## config.mk

```make
export PLATFORM = sky130hd
export DESIGN_NAME = usr_ctrl
export DESIGN_NICKNAME = d
export VERILOG_FILES = /design/src/rtl/usr_ctrl.sv
export SDC_FILE = /design/constraint.sdc
export NUM_CORES = 1
export LEC_CHECK = 0
export CAP_MARGIN = 20
export CORE_MARGIN = 8
export CORE_UTILIZATION = 46
export CTS_CLUSTER_SIZE = 28
export DETAILED_ROUTE_END_ITERATION = 7
export PLACE_DENSITY_LB_ADDON = 0.05
export SETUP_SLACK_MARGIN = 0.2
export SKIP_LAST_GASP = 1
export SLEW_MARGIN = 20
export SYNTH_ARGS = -nofsm -noshare
export SYNTH_HDL_FRONTEND = slang
export SYNTH_SLANG_ARGS = --single-unit
export TNS_END_PERCENT = 30
```

## constraint.sdc

```tcl
create_clock -name clk -period 3.8 [get_ports clk]
set_clock_uncertainty 0.05 [all_clocks]
set_input_delay 0.76 -clock clk [delete_from_list [all_inputs] [get_ports clk]]
set_output_delay 0.76 -clock clk [all_outputs]
set_load 0.02 [all_outputs]
```

## src/rtl/usr_ctrl.sv

```systemverilog
// Command sequencer driving a 4-bit universal shift register.
// Define USR_CTRL_ROTATE_EN to support ROL/ROR; otherwise they are illegal.
module usr_ctrl #(
  parameter int CNT_W = 3
) (
  input  logic             clk,
  input  logic             rst,
  input  logic             cmd_valid,
  output logic             cmd_ready,
  input  logic [2:0]       cmd_op,
  input  logic [CNT_W-1:0] cmd_cnt,
  input  logic             cmd_fill,
  input  logic [3:0]       cmd_data,
  output logic [1:0]       usr_sel,
  output logic [3:0]       usr_pin,
  output logic             usr_lsi,
  output logic             usr_rsi,
  input  logic [3:0]       usr_q,
  output logic             busy,
  output logic             done,
  output logic             err,
  output logic [3:0]       result
);

  localparam logic [2:0] OP_LD  = 3'b000;
  localparam logic [2:0] OP_SHL = 3'b001;
  localparam logic [2:0] OP_SHR = 3'b010;
  localparam logic [2:0] OP_ROL = 3'b011;
  localparam logic [2:0] OP_ROR = 3'b100;

  localparam logic [1:0] SEL_HOLD = 2'b00;
  localparam logic [1:0] SEL_RGT  = 2'b01;
  localparam logic [1:0] SEL_LFT  = 2'b10;
  localparam logic [1:0] SEL_LD   = 2'b11;

  typedef enum logic [1:0] {
    S_IDLE,
    S_LOAD,
    S_SHIFT,
    S_DONE
  } state_t;

  state_t           state;
  state_t           nxt;
  logic [2:0]       op_q;
  logic [CNT_W-1:0] cnt_q;
  logic             fill_q;
  logic [3:0]       data_q;
  logic             err_q;
  logic [3:0]       res_q;

  logic acc;
  logic dec_ld;
  logic dec_sh;
  logic dec_ill;
  logic zero;
  logic rot_ok;

`ifdef USR_CTRL_ROTATE_EN
  assign rot_ok = (cmd_op == OP_ROL) || (cmd_op == OP_ROR);
`else
  assign rot_ok = 1'b0;
`endif

  assign acc     = cmd_valid && (state == S_IDLE);
  assign dec_ld  = (cmd_op == OP_LD);
  assign dec_sh  = (cmd_op == OP_SHL) || (cmd_op == OP_SHR) || rot_ok;
  assign dec_ill = !dec_ld && !dec_sh;
  assign zero    = (cmd_cnt == '0);

  always_ff @(posedge clk) begin
    if (rst) begin
      state  <= S_IDLE;
      op_q   <= '0;
      cnt_q  <= '0;
      fill_q <= 1'b0;
      data_q <= '0;
      err_q  <= 1'b0;
      res_q  <= '0;
    end else begin
      state <= nxt;
      if (acc) begin
        op_q   <= cmd_op;
        cnt_q  <= cmd_cnt;
        fill_q <= cmd_fill;
        data_q <= cmd_data;
        err_q  <= dec_ill;
      end else if (state == S_SHIFT) begin
        cnt_q <= cnt_q - 1'b1;
      end
      if (state == S_DONE) res_q <= usr_q;
    end
  end

  always_comb begin
    nxt = state;
    unique case (state)
      S_IDLE: begin
        if (acc) begin
          unique case (1'b1)
            dec_ill:          nxt = S_DONE;
            dec_ld:           nxt = S_LOAD;
            dec_sh && zero:   nxt = S_DONE;
            dec_sh && !zero:  nxt = S_SHIFT;
            default:          nxt = S_DONE;
          endcase
        end
      end
      S_LOAD:  nxt = S_DONE;
      S_SHIFT: if (cnt_q == CNT_W'(1)) nxt = S_DONE;
      S_DONE:  nxt = S_IDLE;
      default: nxt = S_IDLE;
    endcase
  end

  always_comb begin
    cmd_ready = 1'b0;
    busy      = 1'b1;
    done      = 1'b0;
    err       = 1'b0;
    usr_sel   = SEL_HOLD;
    usr_pin   = '0;
    usr_lsi   = 1'b0;
    usr_rsi   = 1'b0;
    result    = res_q;
    unique case (state)
      S_IDLE: begin
        cmd_ready = 1'b1;
        busy      = 1'b0;
      end
      S_LOAD: begin
        usr_sel = SEL_LD;
        usr_pin = data_q;
      end
      S_SHIFT: begin
        unique case (op_q)
          OP_SHL: begin
            usr_sel = SEL_LFT;
            usr_lsi = fill_q;
          end
          OP_SHR: begin
            usr_sel = SEL_RGT;
            usr_rsi = fill_q;
          end
`ifdef USR_CTRL_ROTATE_EN
          OP_ROL: begin
            usr_sel = SEL_LFT;
            usr_lsi = usr_q[3];
          end
          OP_ROR: begin
            usr_sel = SEL_RGT;
            usr_rsi = usr_q[0];
          end
`endif
          default: usr_sel = SEL_HOLD;
        endcase
      end
      S_DONE: begin
        // USR has taken its last step by now, so expose it directly
        done   = 1'b1;
        err    = err_q;
        result = usr_q;
      end
      default: busy = 1'b1;
    endcase
  end

endmodule

```

Word level (Yosys, flattened, before mapping)
Index checks and enable logic that the tools add are counted.
Operators by class
  $add $sub $neg: 1
  equal/unequal tests: 10
  mux-type cells: 18
  reduce and logical (&&, ||, !) cells: 12
Operators with widths (count)
  2-bit case mux with 2 select lines: 3
  3-bit by 1-bit == test with 1-bit output, second input constant: 3
  1-bit two-way mux: 8
  4-bit two-way mux: 2
  2-bit case mux with 4 select lines: 1
  3-bit by 2-bit == test with 1-bit output, second input constant: 2
  3-bit zero test: 2
  3-bit two-way mux: 2
  2-bit == test, second input constant: 2
  2-bit two-way mux: 2
  1-bit logical AND: 3
  1-bit zero test: 3
  3-bit by 1-bit subtractor with 3-bit output, second input constant: 1
  2-bit by 1-bit == test with 1-bit output, second input constant: 1
  2-bit zero test: 1
  2-bit by 1-bit != test with 1-bit output, second input constant: 1
  2-bit != test, second input constant: 1
  2-bit AND reduction: 1
  2-bit nonzero test: 1
  1-bit logical OR: 1
Storage, ports and cells
  register bits: 18
  bits of input ports: 18
  output and inout bits: 16
  logic and storage cells: 48

Logic depth before layout (Yosys ltp)
Gate-level depths: netlist (run 1).
  depth after elaboration: 6
  gate-level depth with buffers: 6
  depth with buffers taken out: 6

Worst setup path after synthesis (run 1)
Ideal clock, no wire load.
  path kind: reg2out
  start: register state[0]
  end: output result[0]
  data arrival time: 1154 ps
  required time: 2990 ps
  path slack: 1836 ps
  cell stages (with the launch flop): 3
  path buffers: 0
  cells stage by stage: dfxtp_1 -> ha_1 -> mux2_2
On the way
  longest elaborated chain between the ends: 2
Ends and longest elaborated chain
  from (decl): line 43  | state_t state;
  from (signal assigned): line 81  | state <= nxt;
  2-bit == test: line 126  | unique case (state)
  4-bit two-way mux: line 126
  to (decl): line 22  | output logic [3:0] result
Every way passes these cells.

Final worst setup path (run 1)
  start: register state[0]
  end: output usr_sel[1]
On the way
  longest elaborated chain between the ends: 2
  elaborated cells between the ends (all ways): 3
  those cells by class: 2 x eq/ne; 1 x mux
Ends and longest elaborated chain
  2-bit == test / 2-bit by 1-bit == test with 1-bit output (equally long branches): line 126
  2-bit case mux with 2 select lines *: line 126
  to (decl): line 14  | output logic [1:0] usr_sel,
Every way passes the cells marked *; elsewhere a longest branch is shown, timed or not.

==> results of run 1 <==
[power by group through the flow]
stage / Combinational, W / Clock, W / Sequential [W]
after floorplan: 0.000249 / 0 / 0.000261
after global placement: 0.000359 / 0 / 0.000266
after detailed placement: 0.000365 / 0 / 0.000269
after CTS: 0.000368 / 0.000123 / 0.000265
after global routing: 0.000407 / 0.000130 / 0.000271
final: 0.000363 / 0.000118 / 0.000265
[cell families (layout without fill, tap and decap cells)]
group                    count (synthesis)  in the layout
buffers and inverters                   11             43
multiplexers                             5              5
flip-flops                              18             18
AO/OA/AOI/OAI                           19             19
XOR/XNOR                                 2              2
AND/OR/NAND/NOR                         49             49
adder cells (fa/ha/maj)                  7              7
[worst reg2reg max path, delay by kind of cell, from the launching register on]
family / cells / cell delay [ns]
compound gates: 1 / 0.33
flops: 1 / 0.36
simple gates: 2 / 0.38
buf+inv: 1 / 0.11
fa+ha+maj: 1 / 0.22
[path summary, 6_finish.rpt]
path	start	to	cells past startpoint
worst min-delay path	data_q[1]	data_q[1]	2
worst max-delay path	state[0]	usr_sel[1]	6
worst min register to register	data_q[1]	data_q[1]	2
worst max register to register	state[0]	err_q	5
[metrics by stage]
stage | setup WS [ns] | hold WS, ns
2_1_floorplan | 1.84 | 0.382
3_3_place_gp | 1.03 | 0.388
3_5_place_dp | 1.02 | 0.393
4_1_cts | 0.927 | 0.407
5_1_grt | 0.761 | 0.424
6_report | 0.937 | 0.408
[cell usage after synthesis]
library cell / count
and2_1: 6
o2bb2ai_1: 1
buf_1: 2
dfxtp_1: 18
nor2b_1: 4
nor2_1: 10
clkbuf_1: 2
nand3b_1: 2
buf_2: 1
nand2b_1: 4
inv_1: 6
o41ai_1: 1
a31oi_1: 1
o211ai_1: 1
xor2_1: 1
o21a_1: 2
ha_1: 7
a211oi_1: 3
or4b_1: 1
xnor2_1: 1
nand2_1: 20
a21oi_1: 10
nor3_1: 2
mux2_2: 4
mux2i_1: 1
[sequential cells by signal, summed over array words and instances, names as in the netlist]
register	cells
data_q	4
res_q	4
cnt_q	3
op_q	3
state	2
err_q	1
fill_q	1
[metal layers]
layer	up-vias	track usage	part of all wire
met5	-	0	0
met4	0	0.0598	0.018
met3	5	0.0445	0.089
met2	30	0.202	0.46
met1	370	0.148	0.44
li1	429	-	-
[cell usage in the layout (no fill, tap or decap)]
cell | synthesis | layout
o21a_1 | 2 | 2
or4b_1 | 1 | 1
a21oi_1 | 10 | 10
clkbuf_8 | 0 | 1
clkdlybuf4s50_1 | 0 | 33
mux2_2 | 4 | 4
inv_1 | 6 | 6
dfxtp_1 | 18 | 18
ha_1 | 7 | 7
nand2b_1 | 4 | 4
clkbuf_4 | 0 | 3
xnor2_1 | 1 | 1
nor3_1 | 2 | 2
o211ai_1 | 1 | 1
a211oi_1 | 3 | 3
nor2_1 | 10 | 10
a31oi_1 | 1 | 1
o41ai_1 | 1 | 1
nand2_1 | 20 | 20
o2bb2ai_1 | 1 | 1
xor2_1 | 1 | 1
nor2b_1 | 4 | 4
mux2i_1 | 1 | 1
nand3b_1 | 2 | 2
and2_1 | 6 | 6
[layout make-up]
cell class                      count  area (sq um)
Inverter                            6          22.5
Tap cell                           27          33.8
Clock buffer                        4          36.3
Sequential cell                    18           360
Timing Repair Buffer               33           330
Multi-Input combinational cell     82           514
Fill cell                         169           624
==> results.json, run 1 <==
{
  "switchingPower_w": 0.000280,
  "yosys.area_share.simple": 0.256,
  "finalNetCount": 169,
  "synth_xor_area_frac": 0.0191,
  "row_count": 16,
  "crit_path_start_kind": "flop",
  "die_w_um": 60.7,
  "yosysTopAreaCell": "dfxtp_1",
  "placed_cells": 166,
  "die_area_sq_um": 3680,
  "path_class": "reg2out",
  "avgViaCountPerCell": 4.91,
  "cp.arrival_ns": 2.05,
  "instances_no_fill": 170,
  "power_frac_clock": 0.158,
  "num_vias": 834,
  "avgSynthCellArea_sq_um": 8.26,
  "crit_family": "buffers and inverters",
  "hp-class": "reg2reg",
  "port_buffers": 33,
  "crit_path_max_fanout": 7,
  "overflow": 0,
  "synth_cells": 111,
  "h-tree-depth": 1,
  "synth_warnings": 0,
  "core_sq_um": 1920,
  "r2r_slack_ns": 2.21,
  "synth-compound-area-share": 0.130,
  "initial_core_util": 0.477,
  "slew_viol_final": 0,
  "fin_area_sq_um": 1300,
  "root_buffer": "clkbuf_4",
  "ys_seq_area_frac": 0.393,
  "area_delta_synth_final_pct": 41.5,
  "critical_path_required_ns": 2.99,
  "ir_worst_vdd_mv": 0.288,
  "crit_path_cell_trace": "inv_1 > ha_1 > nand2b_1 > nor2_1 > o21a_1 > clkdlybuf4s50_1",
  "cts_tree": "yes",
  "place_hpwl_um": 1630,
  "first_pass_iters": 4,
  "slowest_delay_ns": 0.60,
  "slowest_stage": "clkdlybuf4s50_1",
  "worstSkewPairLatency_ns": 0.29,
  "total_power_w": 0.000745,
  "leakage_nw": 0.503,
  "num_antenna_cells": 0,
  "p_int_w": 0.000465,
  "cts.sinks": 18,
  "ys_top_cells_by_area": "dfxtp_1, ha_1, nand2_1",
  "final_antenna_net_count": 0,
  "cts_buffer_depth": 2,
  "ioPinCount": 34,
  "run_status": "finished clean",
  "setup_tns_ns": 0,
  "die_h_um": 60.7,
  "crit_buf_inv": 2,
  "finalSetupViolCount": 0,
  "wl_um": 2130,
  "swShare": 0.376,
  "power_frac_seq": 0.355,
  "placed_area_sq_um": 1260,
  "synth.net_count": 136,
  "relSlewSlack": 0.532,
  "power_density_nw_per_um2": 574,
  "drive_above_1_share": 0.0559,
  "p_comb_frac": 0.487,
  "synth_mux_area_frac": 0.0600,
  "holdBufCountCts": 0,
  "grt_pass1_vias": 803,
  "finalCriticalPeriod_ns": 2.86,
  "grt_first_pass_wirelength_um": 3550,
  "numCtsBuffers": 3,
  "worst_pin_slew_ns": 0.699,
  "postCtsSetupBuffers": 0,
  "min_period_over_period": 0.754,
  "synth_top_family_by_area": "simple AND/OR/NAND/NOR gates",
  "grt_max_degree": 20,
  "gp_congestion": 0.758,
  "clkTransAtPathRegs_ns": 0.10,
  "track_usage": 0.127,
  "synth-seq-cells": 18,
  "final_util": 0.675,
  "hold_viol": 0,
  "synthAdderAreaFrac": 0.0955,
  "drc": 0,
  "grt_setup_unrepaired": "false",
  "dr.first_iter.drc_count": 23,
  "synth_top_area_frac": 0.393,
  "clock.fmax_mhz": 349,
  "cts-resized-gates": 0,
  "cap_viol_max_count": 0,
  "post_drt_wl_per_cell_um": 12.5,
  "grt_antenna_before_repair": 0,
  "critPathCaptureType": "primary output",
  "ys_types": 25,
  "synth_area_sq_um": 917
}
No activity file was read; power rests on OpenSTA's default activity.
==> run 2, diff against run 1 <==
- CORE_UTILIZATION: 46 -> 39
- clock period: 3.8 -> 2.5 ns (I/O delays scaled with it)
==> run 2 against run 1 <==
Compared with the run above:
- worst setup slack got worse by 0.80 ns
- sequential share of layout area fell by 0.45 points
- wire length rose by 5.4%
- global-route usage fell by 1.5 points
- flip-flop and latch count did not move
- largest cell class unchanged
==> results.json, run 2 (synthesized netlist as in run 1, its figures left out) <==
{
  "layout_commonest_cell": "clkdlybuf4s50_1",
  "power_frac_seq": 0.353,
  "cp.arrival_ns": 1.81,
  "power_frac_clock": 0.158,
  "finalNetCount": 171,
  "min_period_over_period": 0.944,
  "swShare": 0.379,
  "die_area_sq_um": 4160,
  "grt_antenna_before_repair": 0,
  "avgViaCountPerCell": 4.94,
  "finalSetupViolCount": 0,
  "holdBufCountCts": 0,
  "hp-class": "reg2reg",
  "worst_pin_slew_ns": 0.480,
  "first_pass_iters": 4,
  "die_h_um": 64.5,
  "ioPinCount": 34,
  "run_status": "finished clean",
  "cap_viol_max_count": 0,
  "cts_tree": "yes",
  "wl_um": 2250,
  "place_hpwl_um": 1730,
  "cts.sinks": 18,
  "num_antenna_cells": 0,
  "switchingPower_w": 0.000431,
  "grt_pass1_vias": 882,
  "placed_cells": 169,
  "power_density_nw_per_um2": 860,
  "final_antenna_net_count": 0,
  "num_vias": 854,
  "h-tree-depth": 1,
  "core_sq_um": 2210,
  "crit_path_max_fanout": 4,
  "row_count": 17,
  "initial_core_util": 0.415,
  "port_buffers": 33,
  "slew_viol_final": 0,
  "critical_path_required_ns": 1.95,
  "hold_viol": 0,
  "numCtsBuffers": 3,
  "fin_area_sq_um": 1320,
  "track_usage": 0.112,
  "cts_buffer_depth": 2,
  "clkTransAtPathRegs_ns": 0.10,
  "p_comb_frac": 0.489,
  "reg_top3": "data_q x4, res_q x4",
  "setup_tns_ns": 0,
  "layout.cells.most_common_list": "clkdlybuf4s50_1, nand2_1, dfxtp_1",
  "instances_no_fill": 173,
  "clock.fmax_mhz": 424,
  "gp_congestion": 0.723,
  "path_class": "reg2out",
  "grt_setup_unrepaired": "true",
  "area_delta_synth_final_pct": 43.8,
  "overflow": 0,
  "crit_path_start_kind": "flop",
  "p_int_w": 0.000704,
  "relSlewSlack": 0.679,
  "root_buffer": "clkbuf_4",
  "critPathCaptureType": "primary output",
  "grt_first_pass_wirelength_um": 3870,
  "ir_worst_vdd_mv": 0.481,
  "finalCriticalPeriod_ns": 2.36,
  "drive_above_1_share": 0.0759,
  "postCtsSetupBuffers": 0,
  "post_drt_wl_per_cell_um": 13.0,
  "crit_path_cell_trace": "inv_1 > ha_1 > nand3b_1 > nor2_1 > clkdlybuf4s50_1",
  "placed_area_sq_um": 1280,
  "leakage_nw": 0.582,
  "drc": 0,
  "slowest_stage": "clkdlybuf4s50_1",
  "die_w_um": 64.5,
  "worstSkewPairLatency_ns": 0.29,
  "slowest_delay_ns": 0.61,
  "dr.first_iter.drc_count": 38,
  "grt_max_degree": 15
}
## run 2: changes by cell type in the layout (fill, tap and decap cells not counted)
cell | before | now
clkdlybuf4s50_1 | 33 | 26
dlygate4sd2_1 | 0 | 4
dlymetal6s2s_1 | 0 | 3
buf_4 | 0 | 2
ha_1 | 7 | 6
ha_2 | 0 | 1
## run 2: routing by layer
metal  track usage  share of wire  up-vias
li1              -              -      436
met5             0              0        -
met2         0.183           0.46       30
met1         0.134           0.45      386
met4        0.0327          0.011        0
met3        0.0412          0.075        2
## run 2: through the flow
step / utilization / hold slack, ns / setup WS [ns] / total power, W
global placement: 0.577 / 0.388 / 0.250 / 0.000969
floorplan: - / 0.382 / 0.796 / 0.000775
finish: 0.596 / 0.409 / 0.141 / 0.00113
global route: 0.596 / 0.439 / 0.0377 / 0.00123
CTS: 0.593 / 0.415 / 0.0316 / 0.00115
detailed placement: 0.577 / 0.395 / 0.223 / 0.000977
## run 2: what timing repair did
item / CTS / global route
endpoints found under the hold margin: 0 / 0
gates resized for setup: 5 / 3
endpoints found under the setup margin: 14 / 11
pin swaps: 0 / 0
## run 2: critical path, delay by kind of cell, from the launching register on
family	cells	cell delay [ns]
adder cells (fa/ha/maj)	1	0.22
AND/OR/NAND/NOR	2	0.21
flip-flops	1	0.36
buffers and inverters	2	0.73
## run 2: final timing paths
kind | startpoint | end | slack [ns] | cells after the start
worst min-delay path | data_q[2] | data_q[2] | 0.41 | 2
worst max register to register | state[0] | cnt_q[1] | 0.92 | 5
worst max-delay path | state[0] | usr_rsi | 0.14 | 5
worst min register to register | data_q[2] | data_q[2] | 0.41 | 2
## run 2: cell type report
cell class / instances / area [sq um]
sequential: 18 / 360
fill: 213 / 893
inverter: 6 / 22.5
timing repair buffer: 35 / 348
multi-input combinational: 82 / 517
clock buffer: 4 / 36.3
tap: 28 / 35.0
## run 2: power groups by stage
| stage | registers, W | clock network (W) | logic [W] |
|---|---|---|---|
| 5_1_grt | 0.000409 | 0.000196 | 0.000624 |
| 3_5_place_dp | 0.000407 | 0 | 0.000571 |
| 6_report | 0.000400 | 0.000179 | 0.000555 |
| 4_1_cts | 0.000401 | 0.000185 | 0.000566 |
| 3_3_place_gp | 0.000404 | 0 | 0.000565 |
| 2_1_floorplan | 0.000397 | 0 | 0.000378 |
==> run 3, diff against run 2 <==
--- a/config.mk
+++ b/config.mk
@@ -11,4 +11,5 @@
 export CTS_CLUSTER_SIZE = 28
 export DETAILED_ROUTE_END_ITERATION = 7
+export GPL_ROUTABILITY_DRIVEN = 1
 export PLACE_DENSITY_LB_ADDON = 0.05
 export SETUP_SLACK_MARGIN = 0.2
==> constraint.sdc (replaced) <==
create_clock -name clk -period 2.5 [get_ports clk]
set_clock_uncertainty 0.05 [all_clocks]
set_input_delay 0.375 -clock clk [delete_from_list [all_inputs] [get_ports clk]]
set_output_delay 0.375 -clock clk [all_outputs]
set_load 0.02 [all_outputs]
==> run 3 against run 2 <==
Compared with the run above:
- worst setup slack gained 0.069 ns
- sequential power increased by 3%
- register-to-register slack got worse by 0.04 ns
- clock power up 4%
- final area up 0.57%
- wire length is 1.4% higher
- critical path depth unchanged
- count of clock-buffer cells in the layout unchanged
- sequential share of layout area hardly changed
- first-iteration DRC count is 71% lower
- critical path type unchanged
==> results.json, run 3 (synthesized netlist as in run 1, its figures left out) <==
{
  "run_status": "finished clean",
  "finalCriticalPeriod_ns": 2.29,
  "grt_use_met1": 0.122,
  "worstSkewPairLatency_ns": 0.30,
  "hp-class": "reg2reg",
  "relSlewSlack": 0.663,
  "first_pass_iters": 4,
  "row_count": 17,
  "grt_util_met2": 0.181,
  "path_class": "reg2out",
  "post_drt_wl_per_cell_um": 13.2,
  "ioPinCount": 34,
  "crit_path_cell_trace": "inv_1 > ha_2 > nand3b_1 > nor2_1 > clkdlybuf4s50_1",
  "fin_area_sq_um": 1330,
  "cp.arrival_ns": 1.86,
  "setup_tns_ns": 0,
  "track_usage": 0.111,
  "grt_antenna_before_repair": 0,
  "cts_tree": "yes",
  "h-tree-depth": 1,
  "area_delta_synth_final_pct": 44.6,
  "met3_usage": 0.0361,
  "slew_viol_final": 0,
  "grt_setup_unrepaired": "true",
  "place_hpwl_um": 1710,
  "postCtsSetupBuffers": 0,
  "instances_no_fill": 172,
  "grt_max_degree": 15,
  "layout_commonest_cell": "clkdlybuf4s50_1",
  "final_util": 0.600,
  "port_buffers": 33,
  "grt_first_pass_wirelength_um": 3770,
  "min_period_over_period": 0.916,
  "avgViaCountPerCell": 4.82,
  "die_w_um": 64.5,
  "drive_above_1_share": 0.0903,
  "hold_viol": 0,
  "ir_worst_vdd_mv": 0.516,
  "cts.sinks": 18,
  "power_density_nw_per_um2": 870,
  "placed_cells": 168,
  "cts_buffer_depth": 2,
  "die_h_um": 64.5,
  "clkTransAtPathRegs_ns": 0.11,
  "clock.fmax_mhz": 437,
  "worst_pin_slew_ns": 0.504,
  "placed_area_sq_um": 1270,
  "critPathCaptureType": "primary output",
  "busiest_layer": "met2",
  "finalSetupViolCount": 0,
  "leakage_nw": 0.549,
  "layout.cells.most_common_list": "clkdlybuf4s50_1, nand2_1, dfxtp_1",
  "reg_top3": "data_q x4, res_q x4",
  "slowest_stage": "clkdlybuf4s50_1",
  "initial_core_util": 0.415,
  "slowest_delay_ns": 0.62,
  "core_sq_um": 2210,
  "numCtsBuffers": 3,
  "num_vias": 829,
  "root_buffer": "clkbuf_4",
  "wl_um": 2280,
  "num_antenna_cells": 0,
  "critical_path_required_ns": 2.08,
  "crit_path_start_kind": "flop",
  "crit_path_max_fanout": 7,
  "grt_pass1_vias": 895,
  "holdBufCountCts": 0,
  "overflow": 0,
  "final_antenna_net_count": 0,
  "dr.first_iter.drc_count": 11,
  "cap_viol_max_count": 0,
  "cts-resized-gates": 3,
  "finalNetCount": 170,
  "gp_congestion": 0.767,
  "drc": 0,
  "die_area_sq_um": 4160
}
-- run 3: final cells by class --
cell class	count	area (sq um)
flip-flops and latches	18	363
well taps	28	35.0
clock buffers	4	36.3
inverters	6	22.5
repair buffers	34	340
fillers	226	886
multi-input cells	82	529
-- run 3: worst max-delay path: cells and delay by family, from the launching register on --
kind | cells | cell delay [ns]
buf+inv | 2 | 0.72
simple gates | 2 | 0.21
fa+ha+maj | 1 | 0.27
flops | 1 | 0.37
-- run 3: through the flow --
step           power [W]  setup slack, ns  hold WS [ns]
4_1_cts          0.00115            0.113         0.411
6_report         0.00115            0.210         0.411
2_1_floorplan   0.000775            0.921         0.382
3_5_place_dp    0.000970            0.400         0.396
3_3_place_gp    0.000962            0.433         0.388
5_1_grt          0.00125            0.121         0.443
-- run 3: power by group --
part	internal, W	total [W]	switching, W
Sequential	0.000360	0.000412	0.0000513
Combinational	0.000260	0.000556	0.000295
Clock	0.0000888	0.000186	0.0000976
-- run 3: path summary, 6_finish.rpt --
| kind | end | cells after the start | start | slack [ns] |
|---|---|---|---|---|
| setup / recovery | usr_rsi | 5 | state[0] | 0.21 |
| hold / removal | data_q[2] | 2 | data_q[2] | 0.41 |
| setup reg to reg | err_q | 5 | state[0] | 0.88 |
| hold reg to reg | data_q[2] | 2 | data_q[2] | 0.41 |
-- run 3: metal layers --
metal  routed length [um]  vias up
met2                 1000       23
li1                     -      429
met4                   59        0
met5                    0        -
met1                 1080      371
met3                  136        6
